===== src/rtl/adder_eval_pkg.sv =====
// Shared types and helpers for the approximate-adder error-evaluation engine.
// Holds the FSM state type, LFSR polynomial and error arithmetic helpers.
package adder_eval_pkg;

    typedef enum logic [1:0] {
        IDLE,
        RUN,
        DRAIN,
        DONE
    } state_t;

    localparam logic [31:0] LFSR_POLY = 32'h80200003;

    // Widest operand the engine supports; helpers are sized for it.
    localparam int MAX_W = 16;

    function automatic logic [MAX_W+1:0] abs_diff(
        input logic [MAX_W+1:0] x,
        input logic [MAX_W+1:0] y
    );
        return (x > y) ? (x - y) : (y - x);
    endfunction

    function automatic logic [63:0] sat_add(
        input logic [63:0] acc,
        input logic [63:0] inc,
        input logic [63:0] lim
    );
        logic [63:0] s;
        s = acc + inc;
        return (s > lim) ? lim : s;
    endfunction

endpackage


===== src/rtl/adder_eval_if.sv =====
// Control/status bundle of the evaluation engine plus the adder-under-test
// operand and result lines.
interface adder_eval_if #(
    parameter int W     = 2,
    parameter int N_W   = 16,
    parameter int ACC_W = 32
);
    logic             start;
    logic             mode;
    logic [31:0]      seed;
    logic [N_W-1:0]   num_vec;
    logic [2*W-1:0]   dut_pi;
    logic [W:0]       dut_po;
    logic             busy;
    logic             done;
    logic [N_W-1:0]   vec_cnt;
    logic [N_W-1:0]   err_cnt;
    logic [ACC_W-1:0] err_sum;
    logic [W:0]       err_max;

    modport master (
        output start, mode, seed, num_vec, dut_po,
        input  dut_pi, busy, done, vec_cnt, err_cnt, err_sum, err_max
    );

    modport slave (
        input  start, mode, seed, num_vec, dut_po,
        output dut_pi, busy, done, vec_cnt, err_cnt, err_sum, err_max
    );
endinterface


===== src/rtl/adder_eval_lfsr.sv =====
// 32-bit Galois LFSR operand source. The value presented on vec is the one
// issued this cycle; a load presents the (non-zero) seed immediately.
module adder_eval_lfsr
    import adder_eval_pkg::*;
#(
    parameter int OUT_W = 4
) (
    input  logic             clk,
    input  logic             rst,
    input  logic             load,
    input  logic             step,
    input  logic [31:0]      seed,
    output logic [OUT_W-1:0] vec
);
    logic [31:0] state;
    logic [31:0] cur;

    // A zero seed would lock the register, so it is replaced by 1.
    assign cur = load ? ((seed == '0) ? 32'd1 : seed) : state;
    assign vec = cur[OUT_W-1:0];

    // Advance past the value just issued.
    always_ff @(posedge clk or posedge rst) begin
        if (rst) begin
            state <= '0;
        end else if (load || step) begin
            state <= {1'b0, cur[31:1]} ^ (cur[0] ? LFSR_POLY : 32'd0);
        end
    end
endmodule


===== src/rtl/adder_eval_engine.sv =====
// Self-running error-evaluation engine: issues operand vectors to an external
// approximate adder and accumulates error statistics against the exact sum.
module adder_eval_engine
    import adder_eval_pkg::*;
#(
    parameter int W     = 2,
    parameter int LAT   = 0,
    parameter int N_W   = 16,
    parameter int ACC_W = 32
) (
    input  logic     clk,
    input  logic     rst,
    adder_eval_if.slave bus
);
    localparam int VW = 2 * W;
    localparam logic [63:0] SAT_LIM = 64'({ACC_W{1'b1}});

    state_t         state;
    logic           mode_q;
    logic [N_W-1:0] num_q;
    logic [N_W-1:0] issued;
    logic [VW-1:0]  cnt;
    logic [VW-1:0]  cnt_cur;
    logic [VW-1:0]  pi;
    logic [VW-1:0]  vec;
    logic [VW-1:0]  lfsr_vec;
    logic           pi_vld;
    logic           busy_q;
    logic           done_q;
    logic           accept;
    logic           issue_first;
    logic           issue_next;
    logic           issue;
    logic           use_lfsr;
    logic [W:0]     exact_now;
    logic [W:0]     exact_cmp;
    logic           cmp_vld;
    logic           pending;
    logic [MAX_W+1:0] ad_full;

    logic [N_W-1:0]   vec_cnt_q;
    logic [N_W-1:0]   err_cnt_q;
    logic [ACC_W-1:0] err_sum_q;
    logic [W:0]       err_max_q;

    assign accept      = (state == IDLE) && bus.start;
    assign issue_first = accept && (bus.num_vec != '0);
    assign issue_next  = (state == RUN) && (issued != num_q);
    assign issue       = issue_first || issue_next;
    assign use_lfsr    = issue_first ? bus.mode : mode_q;
    assign cnt_cur     = issue_first ? '0 : cnt;
    assign vec         = use_lfsr ? lfsr_vec : cnt_cur;

    adder_eval_lfsr #(
        .OUT_W(VW)
    ) u_lfsr (
        .clk (clk),
        .rst (rst),
        .load(issue_first),
        .step(issue_next && mode_q),
        .seed(bus.seed),
        .vec (lfsr_vec)
    );

    // Exhaustive operand counter; wraps naturally at 2^(2W).
    always_ff @(posedge clk or posedge rst) begin
        if (rst) begin
            cnt <= '0;
        end else if (issue) begin
            cnt <= cnt_cur + 1'b1;
        end
    end

    assign exact_now = {1'b0, pi[W-1:0]} + {1'b0, pi[VW-1:W]};

    if (LAT == 0) begin : g_comb
        assign cmp_vld   = pi_vld;
        assign exact_cmp = exact_now;
        assign pending   = 1'b0;
    end else begin : g_pipe
        logic [LAT-1:0] dv;
        logic [W:0]     dsum [LAT];

        // Exact sum and valid bit ride alongside the external adder pipeline.
        always_ff @(posedge clk or posedge rst) begin
            if (rst) begin
                dv <= '0;
                for (int k = 0; k < LAT; k++) dsum[k] <= '0;
            end else begin
                dv[0]   <= pi_vld;
                dsum[0] <= exact_now;
                for (int k = 1; k < LAT; k++) begin
                    dv[k]   <= dv[k-1];
                    dsum[k] <= dsum[k-1];
                end
            end
        end

        // Still waiting if anything sits ahead of the compare stage.
        always_comb begin
            pending = 1'b0;
            for (int k = 0; k < LAT - 1; k++) pending = pending | dv[k];
        end

        assign cmp_vld   = dv[LAT-1];
        assign exact_cmp = dsum[LAT-1];
    end

    assign ad_full = abs_diff((MAX_W+2)'(bus.dut_po), (MAX_W+2)'(exact_cmp));

    // Run control: sequencing, operand register and handshake outputs.
    always_ff @(posedge clk or posedge rst) begin
        if (rst) begin
            state  <= IDLE;
            busy_q <= 1'b0;
            done_q <= 1'b0;
            pi     <= '0;
            pi_vld <= 1'b0;
            mode_q <= 1'b0;
            num_q  <= '0;
            issued <= '0;
        end else begin
            done_q <= 1'b0;
            pi_vld <= issue;
            unique case (state)
                IDLE: begin
                    if (bus.start) begin
                        mode_q <= bus.mode;
                        num_q  <= bus.num_vec;
                        if (bus.num_vec == '0) begin
                            issued <= '0;
                            state  <= DONE;
                        end else begin
                            pi     <= vec;
                            issued <= N_W'(1);
                            busy_q <= 1'b1;
                            state  <= RUN;
                        end
                    end
                end
                RUN: begin
                    if (issued != num_q) begin
                        pi     <= vec;
                        issued <= issued + 1'b1;
                    end else begin
                        state <= (LAT == 0) ? DONE : DRAIN;
                    end
                end
                DRAIN: begin
                    if (!pending) state <= DONE;
                end
                DONE: begin
                    done_q <= 1'b1;
                    busy_q <= 1'b0;
                    state  <= IDLE;
                end
            endcase
        end
    end

    // Statistics: cleared on an accepted start, updated per compared vector.
    always_ff @(posedge clk or posedge rst) begin
        if (rst) begin
            vec_cnt_q <= '0;
            err_cnt_q <= '0;
            err_sum_q <= '0;
            err_max_q <= '0;
        end else if (accept) begin
            vec_cnt_q <= '0;
            err_cnt_q <= '0;
            err_sum_q <= '0;
            err_max_q <= '0;
        end else if (cmp_vld) begin
            vec_cnt_q <= vec_cnt_q + 1'b1;
            if (bus.dut_po != exact_cmp) err_cnt_q <= err_cnt_q + 1'b1;
            err_sum_q <= ACC_W'(sat_add(64'(err_sum_q), 64'(ad_full), SAT_LIM));
            if (ad_full > (MAX_W+2)'(err_max_q)) err_max_q <= ad_full[W:0];
        end
    end

    assign bus.dut_pi  = pi;
    assign bus.busy    = busy_q;
    assign bus.done    = done_q;
    assign bus.vec_cnt = vec_cnt_q;
    assign bus.err_cnt = err_cnt_q;
    assign bus.err_sum = err_sum_q;
    assign bus.err_max = err_max_q;
endmodule


===== src/flat_wrapper.sv =====
// flat-port wrapper written by rule: the top's interface ports become plain ports
module adder_eval_engine_flat import adder_eval_pkg::*;
#(
    parameter int W     = 2,
    parameter int LAT   = 0,
    parameter int N_W   = 16,
    parameter int ACC_W = 32
)
  (clk, rst, bus_start, bus_mode, bus_seed, bus_num_vec, bus_dut_po, bus_dut_pi, bus_busy, bus_done, bus_vec_cnt, bus_err_cnt, bus_err_sum, bus_err_max);
  adder_eval_if #(.W(W), .N_W(N_W), .ACC_W(ACC_W)) bus_i ();
  input  logic clk;
  input  logic rst;
  input wire logic [$bits(bus_i.start)-1:0] bus_start;
  input wire logic [$bits(bus_i.mode)-1:0] bus_mode;
  input wire logic [$bits(bus_i.seed)-1:0] bus_seed;
  input wire logic [$bits(bus_i.num_vec)-1:0] bus_num_vec;
  input wire logic [$bits(bus_i.dut_po)-1:0] bus_dut_po;
  output wire logic [$bits(bus_i.dut_pi)-1:0] bus_dut_pi;
  output wire logic [$bits(bus_i.busy)-1:0] bus_busy;
  output wire logic [$bits(bus_i.done)-1:0] bus_done;
  output wire logic [$bits(bus_i.vec_cnt)-1:0] bus_vec_cnt;
  output wire logic [$bits(bus_i.err_cnt)-1:0] bus_err_cnt;
  output wire logic [$bits(bus_i.err_sum)-1:0] bus_err_sum;
  output wire logic [$bits(bus_i.err_max)-1:0] bus_err_max;
  assign bus_i.start = bus_start;
  assign bus_i.mode = bus_mode;
  assign bus_i.seed = bus_seed;
  assign bus_i.num_vec = bus_num_vec;
  assign bus_i.dut_po = bus_dut_po;
  assign bus_dut_pi = bus_i.dut_pi;
  assign bus_busy = bus_i.busy;
  assign bus_done = bus_i.done;
  assign bus_vec_cnt = bus_i.vec_cnt;
  assign bus_err_cnt = bus_i.err_cnt;
  assign bus_err_sum = bus_i.err_sum;
  assign bus_err_max = bus_i.err_max;
  adder_eval_engine #(.W(W), .LAT(LAT), .N_W(N_W), .ACC_W(ACC_W)) u_core (.clk(clk), .rst(rst), .bus(bus_i));
endmodule

===== config.mk =====
export PLATFORM = sky130hd
export DESIGN_NAME = adder_eval_engine_flat
export DESIGN_NICKNAME = d
export VERILOG_FILES = /design/src/rtl/adder_eval_pkg.sv /design/src/rtl/adder_eval_if.sv /design/src/rtl/adder_eval_lfsr.sv /design/src/rtl/adder_eval_engine.sv /design/src/flat_wrapper.sv
export SDC_FILE = /design/constraint.sdc
export NUM_CORES = 1
export LEC_CHECK = 0
export CAP_MARGIN = 0
export CELL_PAD_IN_SITES_DETAIL_PLACEMENT = 1
export CELL_PAD_IN_SITES_GLOBAL_PLACEMENT = 1
export CORE_ASPECT_RATIO = 1.2
export CORE_MARGIN = 1.5
export CORE_UTILIZATION = 40
export CTS_CLUSTER_DIAMETER = 150
export DETAILED_ROUTE_END_ITERATION = 7
export HOLD_SLACK_MARGIN = 0.12
export PLACE_DENSITY_LB_ADDON = 0.08
export SYNTH_ARGS = -nofsm -noshare
export SYNTH_HDL_FRONTEND = slang
export SYNTH_SLANG_ARGS = --single-unit

===== constraint.sdc =====
create_clock -name clk -period 5.95 [get_ports clk]
set_input_delay 1.4875 -clock clk [delete_from_list [all_inputs] [get_ports clk]]
set_output_delay 1.4875 -clock clk [all_outputs]
set_load 0.05 [all_outputs]

* Yosys cells after proc, flatten, opt, wreduce, memory -nomap -nowiden
Cells that the tools add are included.
** Storage, ports and cells
- Output and inout bits :: 73
- Bits of input ports :: 55
- Logic and storage cells :: 91
- Register bits :: 145
** Cells by class
- Reduce and logical (&&, ||, !) cells :: 22
- Muxes and demuxes :: 34
- Add/subtract/negate cells :: 8
- Equal/unequal tests :: 9
- $lt $le $gt $ge :: 3
- Bitwise gates (word level) :: 1
** Operators by type and width (number)
- 32-bit 2-to-1 mux :: 6
- 16-bit 2-to-1 mux :: 7
- 16-bit by 1-bit adder with 16-bit output (second input constant) :: 3
- 32-bit by 18-bit adder with 33-bit output :: 1
- 33-bit by 32-bit greater-than comparator with 1-bit output (second input constant) :: 1
- 32-bit zero test :: 1
- 16-bit one-hot mux with 2 select lines :: 1
- 31-bit by 32-bit XOR with 32-bit output :: 1
- 4-bit 2-to-1 mux :: 5
- 18-bit by 3-bit greater-than comparator with 1-bit output :: 1
- 18-bit 2-to-1 mux :: 1
- 16-bit zero test :: 1
- 16-bit != test :: 1
- 16-bit nonzero test :: 1
- 2-bit nonzero test :: 5
- 3-bit 2-to-1 mux :: 3
- 2-bit != test (second input constant) :: 4
- 2-bit one-hot mux with 4 select lines :: 1
- 4-bit one-hot mux with 2 select lines :: 1
- 2-bit AND reduction :: 4
- 3-bit by 3-bit subtractor with 4-bit output :: 2
- 2-bit 2-to-1 mux :: 3
- 3-bit AND reduction :: 2
- 1-bit 2-to-1 mux :: 5
- 11 further kinds :: 16

* Depth between registers and ports, before layout
- Depth in word-level cells :: 8
- Mapped depth :: 17
- Depth with buffers taken out :: 17

* By module
A second synthesis with hierarchy kept.
** Second synthesis, totals
- Cell total of the unflattened synthesis :: 898
- Area total of the unflattened synthesis :: 8388.0 µm²
** Modules (own cells, without submodules)
- adder_eval_engine :: sequential area each 2827.7 µm², area each 6690.2 µm², cells each 721, instances 1
- adder_eval_lfsr :: sequential area each 800.8 µm², area each 1697.9 µm², cells each 177, instances 1

* Worst setup path after synthesis
Ideal clock, no wire load.
- Kind :: in2reg
- From :: input port bus_dut_po[0]
- To :: register u_core.err_sum_q[29], in the netlist u_core.bus.err_sum[29]
- Required time :: 5.794 ns
- Path buffers :: 1
- Arrival time :: 5.213 ns
- Library setup time :: 0.156 ns
- Path slack :: 0.581 ns
- Stages on the path :: 17
- Path through :: inv_1 -> ha_1 -> fa_1 -> inv_1 -> fa_1 -> a21boi_0 -> mux2i_1 -> a221oi_1 -> o22a_1 -> ha_1 -> o211ai_1 -> o211ai_1 -> a221oi_2 -> a21oi_1 -> o211ai_1 -> buf_2 -> a31oi_1
** Between the ends
- Cells in the longest elaborated chain, start to end :: 7
- Elaborated cells on any way between the ends :: 9
- Those cells by class :: 3 x add/sub; 2 x order compare; 4 x mux
** Ends and longest elaborated chain
- start: declaration :: RTL line flat_wrapper.sv:17 : input wire logic [$bits(bus_i.dut_po)-1:0] bus_dut_po;
- 3-bit by 3-bit subtractor with 4-bit output / 3-bit greater-than comparator (equally long branches) :: RTL line adder_eval_pkg.sv:21 : return (x > y) ? (x - y) : (y - x);
- 18-bit 2-to-1 mux (*) :: RTL line adder_eval_pkg.sv:21
- 32-bit by 18-bit adder with 33-bit output (*) :: RTL line adder_eval_pkg.sv:30 : s = acc + inc;
- 33-bit by 32-bit greater-than comparator with 1-bit output :: RTL line adder_eval_pkg.sv:31 : return (s > lim) ? lim : s;
- 32-bit 2-to-1 mux (*) :: RTL line adder_eval_pkg.sv:31
- 32-bit 2-to-1 mux (*) :: RTL line adder_eval_engine.sv:173 : end else if (cmp_vld) begin
- 32-bit 2-to-1 mux (*) :: RTL line adder_eval_engine.sv:168 : end else if (accept) begin
- end signal: assignment :: RTL line adder_eval_engine.sv:176 : err_sum_q <= ACC_W'(sat_add(64'(err_sum_q), 64'(ad_full), SAT_LIM));
- end: declaration :: RTL line adder_eval_engine.sv:43 : logic [ACC_W-1:0] err_sum_q;
Every way passes the cells marked *; elsewhere a longest branch is shown, timed or not. The select of a mux whose other input is x is not followed.
A chain may end at the register's enable or synchronous reset.

* Worst setup path after layout
- From :: input port bus_dut_po[0]
- To :: register u_core.err_sum_q[31], in the netlist u_core.bus.err_sum[31]
The elaborated chain is that of the path after synthesis.

==> run metrics <==
Root Buffer clkbuf_16; Area Overhead vs Synth 28.22%; Final min period 5586 ps; total number of vias 7049; Slew Viols, Final 0; combinational share of power 0.614; crit start category input pin; die width 133.5 um; Synthesized Nets 987; DR pass1 iterations 6; setup TNS 0 ps; CP arrival 5860 ps; Detailed Place HPWL 15940 um; Routed WL 22560 um; required time worst endpoint 6220 ps; Worst Clk Skew 12.32 ps; Pleak 4.615 nW; Clock Sinks 145; CP max FO 10; Yosys cell types 58; CP max stage delay 480 ps; first-pass GRT wire length 37230 um; layout cells sized above 1 0.06943; I/O pin total 128; most frequent cells after synthesis dfrtp_1, nand2_1, o21ai_0; Synth Cell Area 8179 um2; Power Density 680.9 nW/um2; vias in the first global route 7378; top post-synthesis cells by area dfrtp_1, ha_1, nand2_1, o21ai_0, xnor2_1; DIE AREA 21320 um2; Layout Nets 1125; status finished clean; Internal 3.806 mW; H-tree Lvls 4; IO buf count 127; initial antenna violation count 0; maxcap violations 0; setup repair after global routing missed its margin no; via/cell ratio 5.414; WS Path Type input pin to register; headroom to the max-slew limit 0.3325; Non-Filler Instances 1302; HP Class register to register; FMAX 179.0 MHz; crit-path leading delay family compound AO/OA/AOI/OAI gates; top-area cell type share of the netlist area 0.4436; DR iter-0 viols 307; synth warn 0; Crit. End Element register; P_sw 3.335 mW; Clock Path Buffers 2; Crit-path slowest cell clkdlybuf4s50_1; row cnt 57; CTS Buf Count 17; # diodes 0; starting density of the core 0.4052; worst-skew pair later-pin latency 430 ps; grt total ovfl 0; top cell type by total area after synthesis dfrtp_1; TritonCTS clock tree built; GRT Util Overall 0.2175; Hold Slack 482.9 ps; cells along the critical path clkdlybuf4s50_1 -> inv_1 -> ha_1 -> fa_1 -> inv_1 -> fa_1 -> buf_4 -> nand2_1 -> buf_4 -> mux2_2 -> inv_1 -> fa_1 -> a211oi_1 -> o211ai_1 -> a221oi_2 -> a21oi_1 -> o211ai_1 -> buf_4 -> and3_1 -> nor3_1; largest net degree at the start of global routing 100; syn avg cell area 9.231 um2; Die H 159.6 um; Flop pwr share 0.225; Core Box Area 20180 um2; IR Drop Worst-Case VDD 560.2 uV; synthesized flop and latch total 145; Syn Inst Count 886; EDFF count, synth 0; top-count cell post-synth dfrtp_1; sw frac 0.4670; post-synthesis sequential area ratio 0.4436; most used flip-flop cell after synthesis dfrtp_1; critical path buffer and inverter count 7; asr flop ratio synth 1.000; Placed Cells 1264; DRT antenna net count 0; Remaining DRCs 0; DR WL/cell 17.33 um; placer congestion estimate 0.7846; Setup-failing EPs final 0; Clk pwr share 0.161; crit share post-route 0.9388; clock-pin slew on the worst setup and hold paths 60 ps; slew of the pin with the lowest slew margin 997.6 ps; Final Hold Fails 0
area by class of cell:
type | instances | area, um2
Fill cell | 2302 | 9696
Multi-Input combinational cell | 682 | 4337
Sequential cell | 145 | 3628
Timing Repair Buffer | 152 | 1459
Clock buffer | 20 | 446.7
Tap cell | 265 | 331.6
Clock inverter | 12 | 182.7
Inverter | 26 | 102.6
flip-flops by register name, summed over array words and instances, names as in the netlist:
name                 cells
u_core.num_q            16
u_core.mode_q            1
u_core.state             2
u_core.bus.err_max       3
u_core.issued           16
u_core.cnt               4
u_core.bus.err_sum      32
u_core.bus.vec_cnt      16
u_core.cmp_vld           1
u_core.bus.err_cnt      16
u_core.u_lfsr.state     32
u_core.bus.busy          1
u_core.bus.done          1
u_core.bus.dut_pi        4
per-stage QoR:
step           worst slack [ps]  cell area, um2  total power [mW]    util
2_1_floorplan             567.9            8179             4.705       -
3_3_place_gp             -119.8            9804             5.808  0.4858
3_5_place_dp             -335.1            9804             5.910  0.4858
4_1_cts                   80.55           10430             7.126  0.5170
5_1_grt                   37.94           10490             7.750  0.5196
6_report                  364.1           10490             7.141  0.5196
cell families after synthesis:
logic type                 after synthesis  synth area share
DFF                                    145            0.4436
adders and majority gates               46           0.07496
and+or+nand+nor                        321            0.1851
AOI/OAI and AO/OA                      229            0.1727
muxes                                   15           0.01882
xor gates and xnor gates                70           0.07496
buffers and inverters                   60           0.02983
path summary, 6_finish.rpt:
kind,to,depth (start not counted),from,slack (ps)
max,u_core.bus.err_sum[31],20,bus_dut_po[0],360
min,u_core.u_lfsr.state[5],2,u_core.u_lfsr.state[5],480
max reg2reg,u_core.bus.err_sum[31],19,u_core.bus.dut_pi[0],950
min reg2reg,u_core.u_lfsr.state[5],2,u_core.u_lfsr.state[5],480
max in group asynchronous,u_core.num_q[5],3,rst,3300
min in group asynchronous,u_core.bus.err_sum[17],2,rst,1620
worst min-delay path, stage by stage (launching register included):
cell and delay, ps:
dfrtp_1 340, nand2_1 50, o21ai_0 60
timing repair:
item / 4_1_cts / 5_1_grt
buffers inserted: 0 / 5
hold buffers: 0 / 0
gates resized for setup: 0 / 2
endpoints found under the setup margin: 0 / 29
power groups by stage:
stage,logic [mW],clock network (mW),registers [mW]
3_5_place_dp,4.29,0,1.62
2_1_floorplan,2.73,0,1.98
4_1_cts,4.33,1.18,1.62
6_report,4.38,1.15,1.61
5_1_grt,4.88,1.22,1.65
3_3_place_gp,4.19,0,1.62
per-layer routing:
layer,up-vias,global-route usage,wire length (um)
li1,3412,-,-
met1,3511,0.2648,9935
met2,106,0.3900,11590
met3,20,0.04476,645
met4,0,0.05682,391
met5,-,0,0
cells in the final DEF (no fill, tap or decap), drive strengths merged, types with 25 or more instances in the layout:
cell type,instances
dfrtp,145
o21ai,84
ha,41
nor2,64
nand2,129
a21oi,53
inv,27
xor2,30
clkdlybuf4s50,127
xnor2,40
buf,25
No activity file was read; power rests on OpenSTA's default activity.
